===== src/rtl/calc_key_sequencer.sv =====
// calc_key_sequencer: turns decoded keypresses into the one-cycle strobes used by
// the operand registers (newhex/hexcode, newop, eq, clr). It also holds the
// pending operator and runs a start/done handshake with the arithmetic unit.
// Ports:
//   clock, reset        system clock, synchronous active-low reset
//   key_valid/key_code  key from the decoder; held until key_ready accepts it
//   key_ready           high only in IDLE
//   newhex/hexcode      digit strobe and digit value
//   newop, eq, clr      operator / load-answer / clear strobes
//   op_sel              pending operator (00 add, 01 sub, 10 mul)
//   arith_start/done    arithmetic handshake; start is held high through CALC
//   err                 sticky timeout flag, cleared only by the clear key
//   digits              digits entered for the current operand
module calc_key_sequencer #(
  parameter int unsigned MAX_DIGITS    = 4,
  parameter int unsigned ARITH_TIMEOUT = 64
) (
  input  logic       clock,
  input  logic       reset,
  input  logic       key_valid,
  input  logic [4:0] key_code,
  output logic       key_ready,
  output logic       newhex,
  output logic [3:0] hexcode,
  output logic       newop,
  output logic       eq,
  output logic       clr,
  output logic [1:0] op_sel,
  output logic       arith_start,
  input  logic       arith_done,
  output logic       err,
  output logic [2:0] digits
);

  localparam int unsigned CNT_W = (ARITH_TIMEOUT > 1) ? $clog2(ARITH_TIMEOUT) : 1;

  localparam logic [4:0] K_ADD = 5'd16;
  localparam logic [4:0] K_MUL = 5'd18;
  localparam logic [4:0] K_EQ  = 5'd19;
  localparam logic [4:0] K_CLR = 5'd20;

  typedef enum logic [1:0] {S_IDLE, S_CALC, S_COMMIT, S_NEWOP} state_e;

  state_e           state_q, state_d;
  logic             key_ready_q, key_ready_d;
  logic             newhex_q, newhex_d;
  logic [3:0]       hexcode_q, hexcode_d;
  logic             newop_q, newop_d;
  logic             eq_q, eq_d;
  logic             clr_q, clr_d;
  logic [1:0]       op_sel_q, op_sel_d;
  logic             arith_start_q, arith_start_d;
  logic             err_q, err_d;
  logic [2:0]       digits_q, digits_d;
  logic             pend_valid_q, pend_valid_d;
  logic             entered_q, entered_d;
  logic             chained_q, chained_d;
  logic [1:0]       next_op_q, next_op_d;
  logic [CNT_W-1:0] cnt_q, cnt_d;

  logic accept;
  logic is_hex;
  logic is_op;

  assign accept = key_valid && key_ready_q;
  assign is_hex = !key_code[4];
  assign is_op  = (key_code >= K_ADD) && (key_code <= K_MUL);

  // Next-state and next-output logic
  always_comb begin
    state_d      = state_q;
    newhex_d     = 1'b0;
    hexcode_d    = hexcode_q;
    newop_d      = 1'b0;
    eq_d         = 1'b0;
    clr_d        = 1'b0;
    op_sel_d     = op_sel_q;
    err_d        = err_q;
    digits_d     = digits_q;
    pend_valid_d = pend_valid_q;
    entered_d    = entered_q;
    chained_d    = chained_q;
    next_op_d    = next_op_q;
    cnt_d        = cnt_q;

    case (state_q)
      S_IDLE: begin
        if (accept) begin
          if (key_code == K_CLR) begin
            clr_d        = 1'b1;
            pend_valid_d = 1'b0;
            entered_d    = 1'b0;
            digits_d     = 3'd0;
            err_d        = 1'b0;
            op_sel_d     = 2'b00;
            chained_d    = 1'b0;
          end else if (!err_q) begin
            if (is_hex) begin
              if (digits_q < 3'(MAX_DIGITS)) begin
                newhex_d  = 1'b1;
                hexcode_d = key_code[3:0];
                digits_d  = digits_q + 3'd1;
                entered_d = 1'b1;
              end
            end else if (is_op) begin
              digits_d  = 3'd0;
              entered_d = 1'b0;
              // Operator after a complete operand: evaluate the old op first
              if (pend_valid_q && entered_q) begin
                state_d   = S_CALC;
                cnt_d     = '0;
                chained_d = 1'b1;
                next_op_d = key_code[1:0];
              end else begin
                newop_d      = 1'b1;
                op_sel_d     = key_code[1:0];
                pend_valid_d = 1'b1;
              end
            end else if (key_code == K_EQ) begin
              if (pend_valid_q) begin
                state_d   = S_CALC;
                cnt_d     = '0;
                chained_d = 1'b0;
              end
            end
          end
        end
      end

      S_CALC: begin
        cnt_d = cnt_q + CNT_W'(1);
        if (arith_done) begin
          state_d = S_COMMIT;
          eq_d    = 1'b1;
        end else if (cnt_q == CNT_W'(ARITH_TIMEOUT - 1)) begin
          state_d      = S_IDLE;
          err_d        = 1'b1;
          pend_valid_d = 1'b0;
          chained_d    = 1'b0;
        end
      end

      S_COMMIT: begin
        digits_d  = 3'd0;
        entered_d = 1'b0;
        if (chained_q) begin
          state_d      = S_NEWOP;
          newop_d      = 1'b1;
          op_sel_d     = next_op_q;
          pend_valid_d = 1'b1;
        end else begin
          state_d      = S_IDLE;
          pend_valid_d = 1'b0;
        end
      end

      S_NEWOP: begin
        state_d   = S_IDLE;
        chained_d = 1'b0;
      end

      default: state_d = S_IDLE;
    endcase

    // Handshake outputs follow the state being entered so they stay registered
    key_ready_d   = (state_d == S_IDLE);
    arith_start_d = (state_d == S_CALC);
  end

  // State and output registers
  always_ff @(posedge clock) begin
    if (!reset) begin
      state_q       <= S_IDLE;
      key_ready_q   <= 1'b0;
      newhex_q      <= 1'b0;
      hexcode_q     <= 4'd0;
      newop_q       <= 1'b0;
      eq_q          <= 1'b0;
      clr_q         <= 1'b0;
      op_sel_q      <= 2'b00;
      arith_start_q <= 1'b0;
      err_q         <= 1'b0;
      digits_q      <= 3'd0;
      pend_valid_q  <= 1'b0;
      entered_q     <= 1'b0;
      chained_q     <= 1'b0;
      next_op_q     <= 2'b00;
      cnt_q         <= '0;
    end else begin
      state_q       <= state_d;
      key_ready_q   <= key_ready_d;
      newhex_q      <= newhex_d;
      hexcode_q     <= hexcode_d;
      newop_q       <= newop_d;
      eq_q          <= eq_d;
      clr_q         <= clr_d;
      op_sel_q      <= op_sel_d;
      arith_start_q <= arith_start_d;
      err_q         <= err_d;
      digits_q      <= digits_d;
      pend_valid_q  <= pend_valid_d;
      entered_q     <= entered_d;
      chained_q     <= chained_d;
      next_op_q     <= next_op_d;
      cnt_q         <= cnt_d;
    end
  end

  assign key_ready   = key_ready_q;
  assign newhex      = newhex_q;
  assign hexcode     = hexcode_q;
  assign newop       = newop_q;
  assign eq          = eq_q;
  assign clr         = clr_q;
  assign op_sel      = op_sel_q;
  assign arith_start = arith_start_q;
  assign err         = err_q;
  assign digits      = digits_q;

endmodule


===== config.mk =====
export PLATFORM = sky130hd
export DESIGN_NAME = calc_key_sequencer
export DESIGN_NICKNAME = d
export VERILOG_FILES = /design/src/rtl/calc_key_sequencer.sv
export SDC_FILE = /design/constraint.sdc
export NUM_CORES = 1
export LEC_CHECK = 0
export CAP_MARGIN = 0
export CORE_MARGIN = 10
export CORE_UTILIZATION = 53
export CTS_CLUSTER_DIAMETER = 80
export DETAILED_ROUTE_END_ITERATION = 10
export GPL_ROUTABILITY_DRIVEN = 0
export GPL_TIMING_DRIVEN = 0
export MAX_ROUTING_LAYER = met4
export PLACE_DENSITY = 0.78
export SYNTH_ARGS = -nofsm -noshare
export SYNTH_HDL_FRONTEND = slang
export SYNTH_SLANG_ARGS = --single-unit

===== constraint.sdc =====
create_clock -name clock -period 2.1 [get_ports clock]
set_clock_uncertainty 0.1 [all_clocks]
set_input_delay 0.525 -clock clock [delete_from_list [all_inputs] [get_ports clock]]
set_output_delay 0.525 -clock clock [all_outputs]
set_load 0.02 [all_outputs]

==> tab_implementation.tex, run 1 <==
\begin{tabular}{lr}
\hline
Metric & Value \\
\hline
\multicolumn{2}{l}{\textbf{Critical path}} \\
\quad Gate family responsible for the most delay along the worst path & buffers and inverters \\
\quad Capturing element type of the critical path & output pin \\
\quad CP Launch Point & err\$\_SDFFE\_PN0P\_ \\
\quad Nature of the critical path startpoint & register \\
\quad Cell-by-cell trace of the critical path & clkdlybuf4s50\_1 \\
\quad Arrival time worst endpoint & 1.41 ns \\
\quad Worst reg2reg startpoint & state\_q[0]\$\_SDFF\_PN0\_ \\
\quad Depth of the worst register-to-register path & 6 \\
\quad Delay of the slowest cell on the worst path & 0.64 ns \\
\quad Reg-to-reg slack, setup & 0.12 ns \\
\quad Depth of the critical timing path with buffers and inverters included & 1 \\
\quad Req. time, crit path & 1.47 ns \\
\quad Combined buffer and inverter count along the critical path & 1 \\
\quad Slowest-stage cell, CP & sky130\_fd\_sc\_hd\_\_clkdlybuf4s50\_1 \\
\quad RR Endpoint & digits[0]\$\_SDFFE\_PN0P\_ \\
\quad Biggest fanout along the worst timing path & 9 \\
\quad CP Class & register to output pin \\
\multicolumn{2}{l}{\textbf{Layout}} \\
\quad Top library cells by usage in the layout, fill and taps aside & sky130\_fd\_sc\_hd\_\_dfxtp\_1, sky130\_fd\_sc\_hd\_\_clkdlybuf4s50\_1, sky130\_fd\_sc\_hd\_\_nand2\_1 \\
\quad Final cell utilization of the core & 68.1\% \\
\quad Area Overhead vs Synth & 23.7\% \\
\quad Nets@finish & 233 \\
\quad Antenna Diode Count & 0 \\
\quad Fin cells & 261 \\
\quad Summed area of non-filler cells in the final layout & 2060 sq um \\
\quad Share of post-route cells with drive strength above 1 & 14.3\% \\
\quad Commonest non-fill, non-tap cell in the layout & sky130\_fd\_sc\_hd\_\_dfxtp\_1 \\
\multicolumn{2}{l}{\textbf{Clock network}} \\
\quad CTS root buf & sky130\_fd\_sc\_hd\_\_clkbuf\_4 \\
\quad Clock latency on the worst-skew pair & 0.33 ns \\
\quad CTS Buf Count & 5 \\
\quad CTS tree & built \\
\quad Largest buffer count on any clock path & 2 \\
\quad H-tree depth & 2 \\
\quad Total of hold buffers inserted after clock tree synthesis & 0 \\
\quad Count of clock tree sinks & 29 \\
\quad Worst-path clk slew & 0.08 ns \\
\multicolumn{2}{l}{\textbf{Floorplanning}} \\
\quad Die width & 76.1 um \\
\quad Core footprint & 3030 sq um \\
\quad Die Height & 76.1 um \\
\quad Die area & 5790 sq um \\
\quad I/O Pins & 25 \\
\quad Starting utilization of the core area & 55.0\% \\
\quad Row Count & 20 \\
\multicolumn{2}{l}{\textbf{STA}} \\
\quad Worst max-slew margin expressed relative to the limit & 67.4\% \\
\quad Total setup violations reported at the end of the flow & 0 \\
\quad Hold Worst Slack & 0.379 ns \\
\quad Final critical-path share of the clock period & 97.0\% \\
\quad Actual transition at the worst max-transition pin & 0.489 ns \\
\quad Time the final worst path needs with I/O delays and setup & 2.04 ns \\
\quad Hold Vio Cnt, Final & 0 \\
\quad F\_max & 491 MHz \\
\quad Number of max-slew violations in the final report & 0 \\
\quad Unrepaired setup endpoints after global routing & no \\
\multicolumn{2}{l}{\textbf{Status}} \\
\quad Result of the run & completed \\
\multicolumn{2}{l}{\textbf{Place}} \\
\quad Port buffer count & 21 \\
\quad Placed cell count & 253 \\
\quad Area of placed instances & 1930 sq um \\
\quad HPWL reported at the end of detailed placement & 3300 um \\
\multicolumn{2}{l}{\textbf{Global route}} \\
\quad M1 GR Usage & 16.1\% \\
\quad Wire length of the first global-routing pass & 7420 um \\
\quad Met2 track demand over resource in global routing & 27.0\% \\
\quad Tot GR Track Use & 15.6\% \\
\quad Vias in the first global route & 1,615 \\
\quad Largest net degree at the start of global routing & 11 \\
\quad Top Usage Layer GRT & met2 \\
\quad Number of antenna violations at the first check in global routing & 0 \\
\quad Met3 layer usage reported by global route & 3.89\% \\
\quad Sum of overflow across all layers after global routing & 0 \\
\multicolumn{2}{l}{\textbf{Drt}} \\
\quad Number of DRC markers in iteration 0 & 108 \\
\quad Antenna violation net count after detailed routing & 0 \\
\quad Total Routed Length & 4390 um \\
\quad Via density per instance & 5.97 \\
\quad Via total after detailed routing & 1,558 \\
\quad DRT Pass-1 Iters & 4 \\
\quad DRC violations left & 0 \\
\quad WL/cell & 16.8 um \\
\multicolumn{2}{l}{\textbf{Synthesis}} \\
\quad Gate count of the mapped netlist & 188 \\
\quad Main flop type after synthesis & sky130\_fd\_sc\_hd\_\_dfxtp\_1 \\
\quad Cell area after synthesis & 1670 sq um \\
\quad Avg Inst Size Synth & 8.86 sq um \\
\quad Count of synthesis-stage warnings from yosys & 0 \\
\quad Sequential fraction of the synthesis area & 34.8\% \\
\quad Async set-reset flop share out of synthesis & 0\% \\
\quad Number of synthesized register bits & 29 \\
\quad Post-synth EDFFs & 0 \\
\quad Synthesized Nets & 204 \\
\quad Synth cell types & 56 \\
\multicolumn{2}{l}{\textbf{Worst hold path}} \\
\quad Worst hold path startpoint & op\_sel[1]\$\_SDFFE\_PN0P\_ \\
\quad Cell count of the worst hold path & 2 \\
\quad Hold Crit Class & register to register \\
\quad WHS Endpoint & op\_sel[1]\$\_SDFFE\_PN0P\_ \\
\multicolumn{2}{l}{\textbf{Power}} \\
\quad Power density of the placed cells & 606 nW/um\^{}2 \\
\quad Worst voltage drop across the vdd grid & 316 uV \\
\quad Leakage power & 0.835 nW \\
\multicolumn{2}{l}{\textbf{Flow run}} \\
\quad \# Max-Cap Violations & 0 \\
\hline
\end{tabular}
[final cells by class]
type / count / area (sq um)
Fill cell: 244 / 966
Tap cell: 44 / 55.1
Clock buffer: 7 / 55.1
Timing Repair Buffer: 24 / 236
Multi-Input combinational cell: 139 / 1050
Buffer: 11 / 56.3
Sequential cell: 29 / 582
Inverter: 7 / 26.3
[kinds of logic after synthesis]
family	after synthesis	synth area share, %
compound gates	44	21.6
fa+ha+maj	8	5.86
buf+inv	20	4.96
flops	29	34.8
mux	15	9.16
simple gates	72	23.6
[flip-flops by register name (all words and copies together), names as in the netlist]
register	cells
arith_start	1
op_sel	2
hexcode	4
newhex	1
newop	1
state_q	2
next_op_q	2
clr	1
pend_valid_q	1
eq	1
chained_q	1
cnt_q	6
digits	3
err	1
entered_q	1
key_ready	1
[Yosys cell counts, types with 2 or more instances]
cell,instances,area [sq um]
sky130_fd_sc_hd__and2_1,2,12.5
sky130_fd_sc_hd__o21ai_0,2,10.0
sky130_fd_sc_hd__a22oi_1,2,15.0
sky130_fd_sc_hd__o22ai_1,2,12.5
sky130_fd_sc_hd__o31ai_1,3,22.5
sky130_fd_sc_hd__buf_1,2,7.51
sky130_fd_sc_hd__mux2i_1,13,130
sky130_fd_sc_hd__or2_1,2,12.5
sky130_fd_sc_hd__a21o_1,2,15.0
sky130_fd_sc_hd__ha_1,7,87.6
sky130_fd_sc_hd__o21ai_1,2,10.0
sky130_fd_sc_hd__nand2_1,17,63.8
sky130_fd_sc_hd__mux2_2,2,22.5
sky130_fd_sc_hd__nand3_1,14,70.1
sky130_fd_sc_hd__nand2b_1,4,25.0
sky130_fd_sc_hd__buf_2,3,15.0
sky130_fd_sc_hd__o211a_1,2,20.0
sky130_fd_sc_hd__o211ai_1,3,22.5
sky130_fd_sc_hd__dfxtp_1,29,581
sky130_fd_sc_hd__and3_1,4,25.0
sky130_fd_sc_hd__nand4bb_1,2,22.5
sky130_fd_sc_hd__a32oi_1,2,17.5
sky130_fd_sc_hd__a21oi_1,7,35.0
sky130_fd_sc_hd__clkbuf_1,7,26.3
sky130_fd_sc_hd__nor2_1,15,56.3
sky130_fd_sc_hd__inv_1,7,26.3
sky130_fd_sc_hd__o211ai_2,2,25.0
[metrics by stage]
step | setup TNS [ns] | total power [mW] | setup slack, ns
floorplan | 0 | 0.802 | 0.275
detailed placement | -7.14 | 0.901 | -0.483
finish | 0 | 1.25 | 0.0624
CTS | 0 | 1.25 | 0.00535
global placement | -5.59 | 0.888 | -0.398
global route | 0 | 1.32 | 0.00660
[report_power, final]
part           switching [mW]  total, mW  internal, mW
Clock                   0.178      0.336         0.158
Sequential             0.0295      0.604         0.575
Combinational           0.177      0.310         0.133
[how the worst max path moves through the flow]
stage | slack, ns | to
3_5_place_dp | -0.48 | key_ready$_SDFF_PN0_
6_report | 0.06 | err
4_1_cts | 0.005 | err$_SDFFE_PN0P_
5_1_grt | 0.007 | digits[0]$_SDFFE_PN0P_
2_1_floorplan | 0.27 | hexcode[0]$_SDFFE_PN0P_
3_3_place_gp | -0.40 | key_ready$_SDFF_PN0_
[routing by layer]
layer  vias up  wire length [um]  part of all wire [%]
li1        745                 -                     -
met1       742              1790                    41
met2        63              2270                    52
met3         8               272                   6.2
met4         0                53                   1.2
met5         -                 0                     0
[repair_timing]
| action | in CTS | in global routing |
|---|---|---|
| buffers inserted | 3 | 0 |
| resized for setup | 6 | 9 |
| endpoints found under the setup margin | 12 | 21 |
| pin swaps | 1 | 1 |
[worst reg2reg max path, cell delays in order, from the launching register on]
cell and delay (ns):
sky130_fd_sc_hd__dfxtp_1 0.48, sky130_fd_sc_hd__inv_1 0.10, sky130_fd_sc_hd__ha_1 0.20, sky130_fd_sc_hd__clkbuf_4 0.19, sky130_fd_sc_hd__clkbuf_2 0.22, sky130_fd_sc_hd__o22ai_1 0.39, sky130_fd_sc_hd__o211ai_1 0.18
No activity file was read; power rests on OpenSTA's default activity.
==> run 2, diff against run 1 <==
--- a/config.mk
+++ b/config.mk
@@ -13,7 +13,7 @@
 export GPL_ROUTABILITY_DRIVEN = 0
 export GPL_TIMING_DRIVEN = 0
 export MAX_ROUTING_LAYER = met4
-export PLACE_DENSITY = 0.78
+export PLACE_DENSITY = 0.79
 export SYNTH_ARGS = -nofsm -noshare
 export SYNTH_HDL_FRONTEND = slang
 export SYNTH_SLANG_ARGS = --single-unit
==> run 2 against run 1 <==
Clock power is 14% higher. Critical path depth stayed put. Non-clock buffer count down 3. Core utilization down 0.12 points. Count of clock-buffer cells in the layout did not move. Cell count shrank 0.77%. Worst setup slack better by 0.019 ns. Sequential share of layout area up 0.052 points. Flip-flop and latch count stayed put. Final area decreased by 0.18%. Hold slack worse by 0.015 ns. Critical endpoint is now key_ready.
==> tab_implementation.tex, run 2 (synthesized netlist as in run 1, its figures left out) <==
\begin{tabular}{lr}
\hline
Metric & Value \\
\hline
\multicolumn{2}{l}{\textbf{Power}} \\
\quad Switching power total & 392 uW \\
\quad Leakage power & 0.843 nW \\
\quad Fraction of power consumed by combinational cells & 23.2\% \\
\quad Worst voltage drop across the vdd grid & 343 uV \\
\quad Seq pwr share & 47.0\% \\
\quad Internal power & 895 uW \\
\quad Power density of the placed cells & 625 nW/um\^{}2 \\
\quad Proportion of total power due to net switching & 30.5\% \\
\quad Fraction of power consumed by the clock network & 29.7\% \\
\quad Total power & 1.29 mW \\
\multicolumn{2}{l}{\textbf{Drt}} \\
\quad Via density per instance & 5.83 \\
\quad Antenna violation net count after detailed routing & 0 \\
\quad Total Routed Length & 4210 um \\
\quad WL/cell & 16.3 um \\
\quad Via total after detailed routing & 1,510 \\
\quad Number of DRC markers in iteration 0 & 143 \\
\quad DRC violations left & 0 \\
\quad DRT Pass-1 Iters & 5 \\
\multicolumn{2}{l}{\textbf{Floorplanning}} \\
\quad Die width & 76.1 um \\
\quad Die Height & 76.1 um \\
\quad Starting utilization of the core area & 55.0\% \\
\quad I/O Pins & 25 \\
\quad Core footprint & 3030 sq um \\
\quad Die area & 5790 sq um \\
\quad Row Count & 20 \\
\multicolumn{2}{l}{\textbf{Critical path}} \\
\quad Req. time, crit path & 1.47 ns \\
\quad Gate family responsible for the most delay along the worst path & buffers and inverters \\
\quad Arrival time worst endpoint & 1.39 ns \\
\quad Depth of the critical timing path with buffers and inverters included & 1 \\
\quad Biggest fanout along the worst timing path & 6 \\
\quad CP Class & register to output pin \\
\quad Capturing element type of the critical path & output pin \\
\quad Delay of the slowest cell on the worst path & 0.65 ns \\
\quad Depth of the worst register-to-register path & 7 \\
\quad Slowest-stage cell, CP & sky130\_fd\_sc\_hd\_\_clkdlybuf4s50\_1 \\
\quad Cell-by-cell trace of the critical path & clkdlybuf4s50\_1 \\
\quad Combined buffer and inverter count along the critical path & 1 \\
\quad Nature of the critical path startpoint & register \\
\multicolumn{2}{l}{\textbf{STA}} \\
\quad Total setup violations reported at the end of the flow & 0 \\
\quad Number of max-slew violations in the final report & 0 \\
\quad F\_max & 495 MHz \\
\quad Hold Vio Cnt, Final & 0 \\
\quad Sum of negative setup slack & 0 ns \\
\quad Time the final worst path needs with I/O delays and setup & 2.02 ns \\
\quad Hold Worst Slack & 0.364 ns \\
\quad Unrepaired setup endpoints after global routing & no \\
\quad Worst max-slew margin expressed relative to the limit & 66.1\% \\
\quad Actual transition at the worst max-transition pin & 0.508 ns \\
\quad Final critical-path share of the clock period & 96.1\% \\
\multicolumn{2}{l}{\textbf{Layout}} \\
\quad Top library cells by usage in the layout, fill and taps aside & sky130\_fd\_sc\_hd\_\_dfxtp\_1, sky130\_fd\_sc\_hd\_\_nand2\_1, sky130\_fd\_sc\_hd\_\_clkdlybuf4s50\_1 \\
\quad Largest Register & cnt\_q \\
\quad Summed area of non-filler cells in the final layout & 2060 sq um \\
\quad Number of flip-flops in the largest register & 6 \\
\quad Antenna Diode Count & 0 \\
\quad Commonest non-fill, non-tap cell in the layout & sky130\_fd\_sc\_hd\_\_dfxtp\_1 \\
\quad Area Overhead vs Synth & 23.5\% \\
\quad Nets@finish & 230 \\
\quad Share of post-route cells with drive strength above 1 & 14.4\% \\
\multicolumn{2}{l}{\textbf{Global route}} \\
\quad Tot GR Track Use & 15.4\% \\
\quad Vias in the first global route & 1,534 \\
\quad Sum of overflow across all layers after global routing & 0 \\
\quad Number of antenna violations at the first check in global routing & 0 \\
\quad Wire length of the first global-routing pass & 7240 um \\
\quad Largest net degree at the start of global routing & 11 \\
\multicolumn{2}{l}{\textbf{Clock network}} \\
\quad H-tree depth & 2 \\
\quad Count of clock tree sinks & 29 \\
\quad Clock latency on the worst-skew pair & 0.32 ns \\
\quad Worst-path clk slew & 0.09 ns \\
\quad Largest buffer count on any clock path & 2 \\
\quad CTS root buf & sky130\_fd\_sc\_hd\_\_clkbuf\_4 \\
\quad CTS Buf Count & 5 \\
\quad Total of hold buffers inserted after clock tree synthesis & 0 \\
\quad CTS tree & built \\
\multicolumn{2}{l}{\textbf{Worst hold path}} \\
\quad Hold Crit Class & register to register \\
\quad Cell count of the worst hold path & 2 \\
\multicolumn{2}{l}{\textbf{Place}} \\
\quad Area of placed instances & 1930 sq um \\
\quad HPWL reported at the end of detailed placement & 3180 um \\
\quad Port buffer count & 21 \\
\multicolumn{2}{l}{\textbf{Status}} \\
\quad Result of the run & completed \\
\multicolumn{2}{l}{\textbf{Flow run}} \\
\quad \# Max-Cap Violations & 0 \\
\hline
\end{tabular}
[run 2: power by group through the flow]
stage                     registers (mW)  clock network (mW)  logic, mW
after floorplan                    0.631                   0      0.171
after global placement             0.613                   0      0.275
after detailed placement           0.615                   0      0.285
after CTS                          0.602               0.396      0.291
after global routing               0.611               0.419      0.325
final                              0.605               0.383      0.299
[run 2: final timing paths]
path                                from                 endpoint  slack, ns
setup / recovery    key_ready$_SDFF_PN0_                key_ready       0.08
hold / removal    op_sel[1]$_SDFFE_PN0P_   op_sel[1]$_SDFFE_PN0P_       0.36
setup reg to reg   state_q[1]$_SDFF_PN0_  hexcode[3]$_SDFFE_PN0P_       0.13
hold reg to reg   op_sel[1]$_SDFFE_PN0P_   op_sel[1]$_SDFFE_PN0P_       0.36
[run 2: area by class of cell]
type,instances,area [sq um]
multi-input combinational,139,1050
buffer,10,50.0
sequential,29,582
timing repair buffer,22,224
inverter,7,26.3
clock buffer,7,65.1
clock inverter,1,5.00
tap,44,55.1
fill,263,970
[run 2: per-stage QoR]
stage / utilization [%] / setup slack, ns / instances
final: 68.0 / 0.0814 / 259
after detailed placement: 63.8 / -0.416 / 253
after global routing: 68.0 / 0.00468 / 259
after CTS: 66.4 / 0.00979 / 261
after global placement: 63.8 / -0.395 / 253
after floorplan: - / 0.275 / 188
[run 2: layer usage]
metal	global-route usage [%]	vias to the layer above	wire length, um
met5	-	-	0
met1	15.8	708	1740
li1	-	741	-
met3	4.72	9	253
met2	26.9	52	2140
met4	5.76	0	75
[run 2: what timing repair did]
action,in CTS,in global routing
gates resized for setup,2,13
cloned,0,0
buffers inserted,1,0
setup endpoints to repair,5,23
pin swaps,1,2
==> run 3, diff against run 2 <==
--- a/config.mk
+++ b/config.mk
@@ -6,6 +6,7 @@
 export NUM_CORES = 1
 export LEC_CHECK = 0
 export CAP_MARGIN = 0
+export CORE_ASPECT_RATIO = 0.8
 export CORE_MARGIN = 10
 export CORE_UTILIZATION = 53
 export CTS_CLUSTER_DIAMETER = 80
==> run 3 against run 2 <==
Total power is 27% higher. Count of clock-buffer cells in the layout is 2 lower. Combinational power is 7.4% higher. Via count is 7.4% higher. First-iteration DRC count is 43% higher. Core utilization is 1.8 points higher. Clock power is 83% higher. Sequential share of layout area is 1.1 points lower. Final area is 3.8% higher. Critical endpoint unchanged. Largest cell class unchanged. Largest power group is now clock. Highest routed layer unchanged.
==> tab_implementation.tex, run 3 (synthesized netlist as in run 1, its figures left out) <==
\begin{tabular}{lr}
\hline
Metric & Value \\
\hline
\multicolumn{2}{l}{\textbf{Status}} \\
\quad Result of the run & completed \\
\multicolumn{2}{l}{\textbf{Global route}} \\
\quad Number of antenna violations at the first check in global routing & 0 \\
\quad Largest net degree at the start of global routing & 11 \\
\quad Wire length of the first global-routing pass & 8090 um \\
\quad Vias in the first global route & 1,638 \\
\quad Sum of overflow across all layers after global routing & 0 \\
\quad Tot GR Track Use & 18.0\% \\
\multicolumn{2}{l}{\textbf{STA}} \\
\quad Number of max-slew violations in the final report & 0 \\
\quad Actual transition at the worst max-transition pin & 0.525 ns \\
\quad Final critical-path share of the clock period & 95.3\% \\
\quad Total setup violations reported at the end of the flow & 0 \\
\quad Time the final worst path needs with I/O delays and setup & 2.00 ns \\
\quad Hold Vio Cnt, Final & 0 \\
\quad Sum of negative setup slack & 0 ns \\
\quad Hold Worst Slack & 0.372 ns \\
\quad Worst max-slew margin expressed relative to the limit & 65.0\% \\
\quad F\_max & 500 MHz \\
\quad Unrepaired setup endpoints after global routing & no \\
\multicolumn{2}{l}{\textbf{Layout}} \\
\quad Antenna Diode Count & 0 \\
\quad Share of post-route cells with drive strength above 1 & 15.9\% \\
\quad Number of flip-flops in the largest register & 6 \\
\quad Nets@finish & 235 \\
\quad Largest Register & cnt\_q \\
\quad Area Overhead vs Synth & 28.2\% \\
\quad Top library cells by usage in the layout, fill and taps aside & sky130\_fd\_sc\_hd\_\_dfxtp\_1, sky130\_fd\_sc\_hd\_\_nand2\_1, sky130\_fd\_sc\_hd\_\_clkdlybuf4s50\_1 \\
\quad Layout fillers & 259 \\
\quad Commonest non-fill, non-tap cell in the layout & sky130\_fd\_sc\_hd\_\_dfxtp\_1 \\
\multicolumn{2}{l}{\textbf{Worst hold path}} \\
\quad Hold Crit Class & register to register \\
\quad Worst hold path startpoint & cnt\_q[1]\$\_SDFFE\_PN0P\_ \\
\quad Cell count of the worst hold path & 2 \\
\multicolumn{2}{l}{\textbf{Power}} \\
\quad Power density of the placed cells & 762 nW/um\^{}2 \\
\quad Worst voltage drop across the vdd grid & 557 uV \\
\quad Leakage power & 0.872 nW \\
\multicolumn{2}{l}{\textbf{Floorplanning}} \\
\quad Row Count & 18 \\
\quad I/O Pins & 25 \\
\quad Die Height & 70.2 um \\
\quad Die area & 5800 sq um \\
\quad Die width & 82.7 um \\
\quad Starting utilization of the core area & 54.4\% \\
\quad Core footprint & 3060 sq um \\
\multicolumn{2}{l}{\textbf{Critical path}} \\
\quad Req. time, crit path & 1.47 ns \\
\quad Capturing element type of the critical path & output pin \\
\quad Biggest fanout along the worst timing path & 6 \\
\quad Cell-by-cell trace of the critical path & clkdlybuf4s50\_1 \\
\quad CP Launch Point & key\_ready\$\_SDFF\_PN0\_ \\
\quad Depth of the critical timing path with buffers and inverters included & 1 \\
\quad Gate family responsible for the most delay along the worst path & buffers and inverters \\
\quad CP Class & register to output pin \\
\quad Worst reg2reg startpoint & state\_q[0]\$\_SDFF\_PN0\_ \\
\quad Nature of the critical path startpoint & register \\
\quad Combined buffer and inverter count along the critical path & 1 \\
\quad Delay of the slowest cell on the worst path & 0.65 ns \\
\quad Arrival time worst endpoint & 1.38 ns \\
\quad Slowest-stage cell, CP & sky130\_fd\_sc\_hd\_\_clkdlybuf4s50\_1 \\
\quad Depth of the worst register-to-register path & 6 \\
\multicolumn{2}{l}{\textbf{Clock network}} \\
\quad CTS tree & built \\
\quad Clock latency on the worst-skew pair & 0.29 ns \\
\quad Largest buffer count on any clock path & 2 \\
\quad H-tree depth & 2 \\
\quad CTS root buf & sky130\_fd\_sc\_hd\_\_clkbuf\_8 \\
\quad CTS Buf Count & 5 \\
\quad Count of clock tree sinks & 29 \\
\quad Total of hold buffers inserted after clock tree synthesis & 0 \\
\quad Worst-path clk slew & 0.06 ns \\
\multicolumn{2}{l}{\textbf{Place}} \\
\quad HPWL reported at the end of detailed placement & 3360 um \\
\quad Port buffer count & 21 \\
\multicolumn{2}{l}{\textbf{Drt}} \\
\quad WL/cell & 18.5 um \\
\quad Antenna violation net count after detailed routing & 0 \\
\quad Number of DRC markers in iteration 0 & 205 \\
\quad DRC violations left & 0 \\
\quad DRT Pass-1 Iters & 4 \\
\quad Total Routed Length & 4800 um \\
\quad Via density per instance & 6.23 \\
\quad Via total after detailed routing & 1,621 \\
\multicolumn{2}{l}{\textbf{Flow run}} \\
\quad \# Max-Cap Violations & 0 \\
\hline
\end{tabular}
[run 3: path summary, 6_finish.rpt]
check	end	slack, ns
worst max-delay path	key_ready	0.1
worst min-delay path	cnt_q[1]$_SDFFE_PN0P_	0.37
worst max register to register	key_ready$_SDFF_PN0_	0.11
worst min register to register	cnt_q[1]$_SDFFE_PN0P_	0.37
[run 3: area by class of cell]
| cell class | count | area (sq um) | share of cell area (%) |
|---|---|---|---|
| Clock inverter | 3 | 65.1 | 3.05 |
| Buffer | 10 | 52.6 | 2.46 |
| Inverter | 7 | 26.3 | 1.23 |
| Sequential cell | 29 | 581 | 27.2 |
| Tap cell | 40 | 50.0 | 2.34 |
| Multi-Input combinational cell | 139 | 1040 | 48.8 |
| Clock buffer | 5 | 68.8 | 3.22 |
| Timing Repair Buffer | 27 | 250 | 11.7 |
[run 3: worst min-delay path: stages, from the launching register on]
cell and delay [ns]:
sky130_fd_sc_hd__dfxtp_1 0.32, sky130_fd_sc_hd__nand3_1 0.07, sky130_fd_sc_hd__nand2_1 0.05
[run 3: where the power goes]
group	switching (mW)	leakage (nW)	internal (mW)
clock	0.229	0.0681	0.471
sequential	0.0314	0.235	0.575
combinational	0.184	0.569	0.136
total	0.445	0.872	1.18
[run 3: repair_timing]
action | in CTS | in global routing
setup buffers | 5 | 1
resized for setup | 10 | 5
pin swaps | 4 | 2
setup endpoints to repair | 17 | 15
[run 3: per-layer routing]
metal | up-vias | track usage (%) | routed length, um
met3 | 11 | 4.99 | 412
met2 | 65 | 28.3 | 2430
li1 | 754 | - | -
met5 | - | - | 0
met1 | 791 | 21.4 | 1880
met4 | 0 | 5.75 | 73
[run 3: per-stage QoR]
| step | total power, mW | std cells | setup WS (ns) | utilization, % | area (sq um) |
|---|---|---|---|---|---|
| floorplan | 0.802 | 188 | 0.275 | - | 1670 |
| global placement | 0.890 | 249 | -0.434 | 62.9 | 1930 |
| detailed placement | 0.901 | 249 | -0.425 | 62.9 | 1930 |
| CTS | 1.62 | 261 | 0.0388 | 69.1 | 2120 |
| global route | 1.68 | 260 | 0.0203 | 69.7 | 2140 |
| finish | 1.63 | 260 | 0.0980 | 69.7 | 2140 |
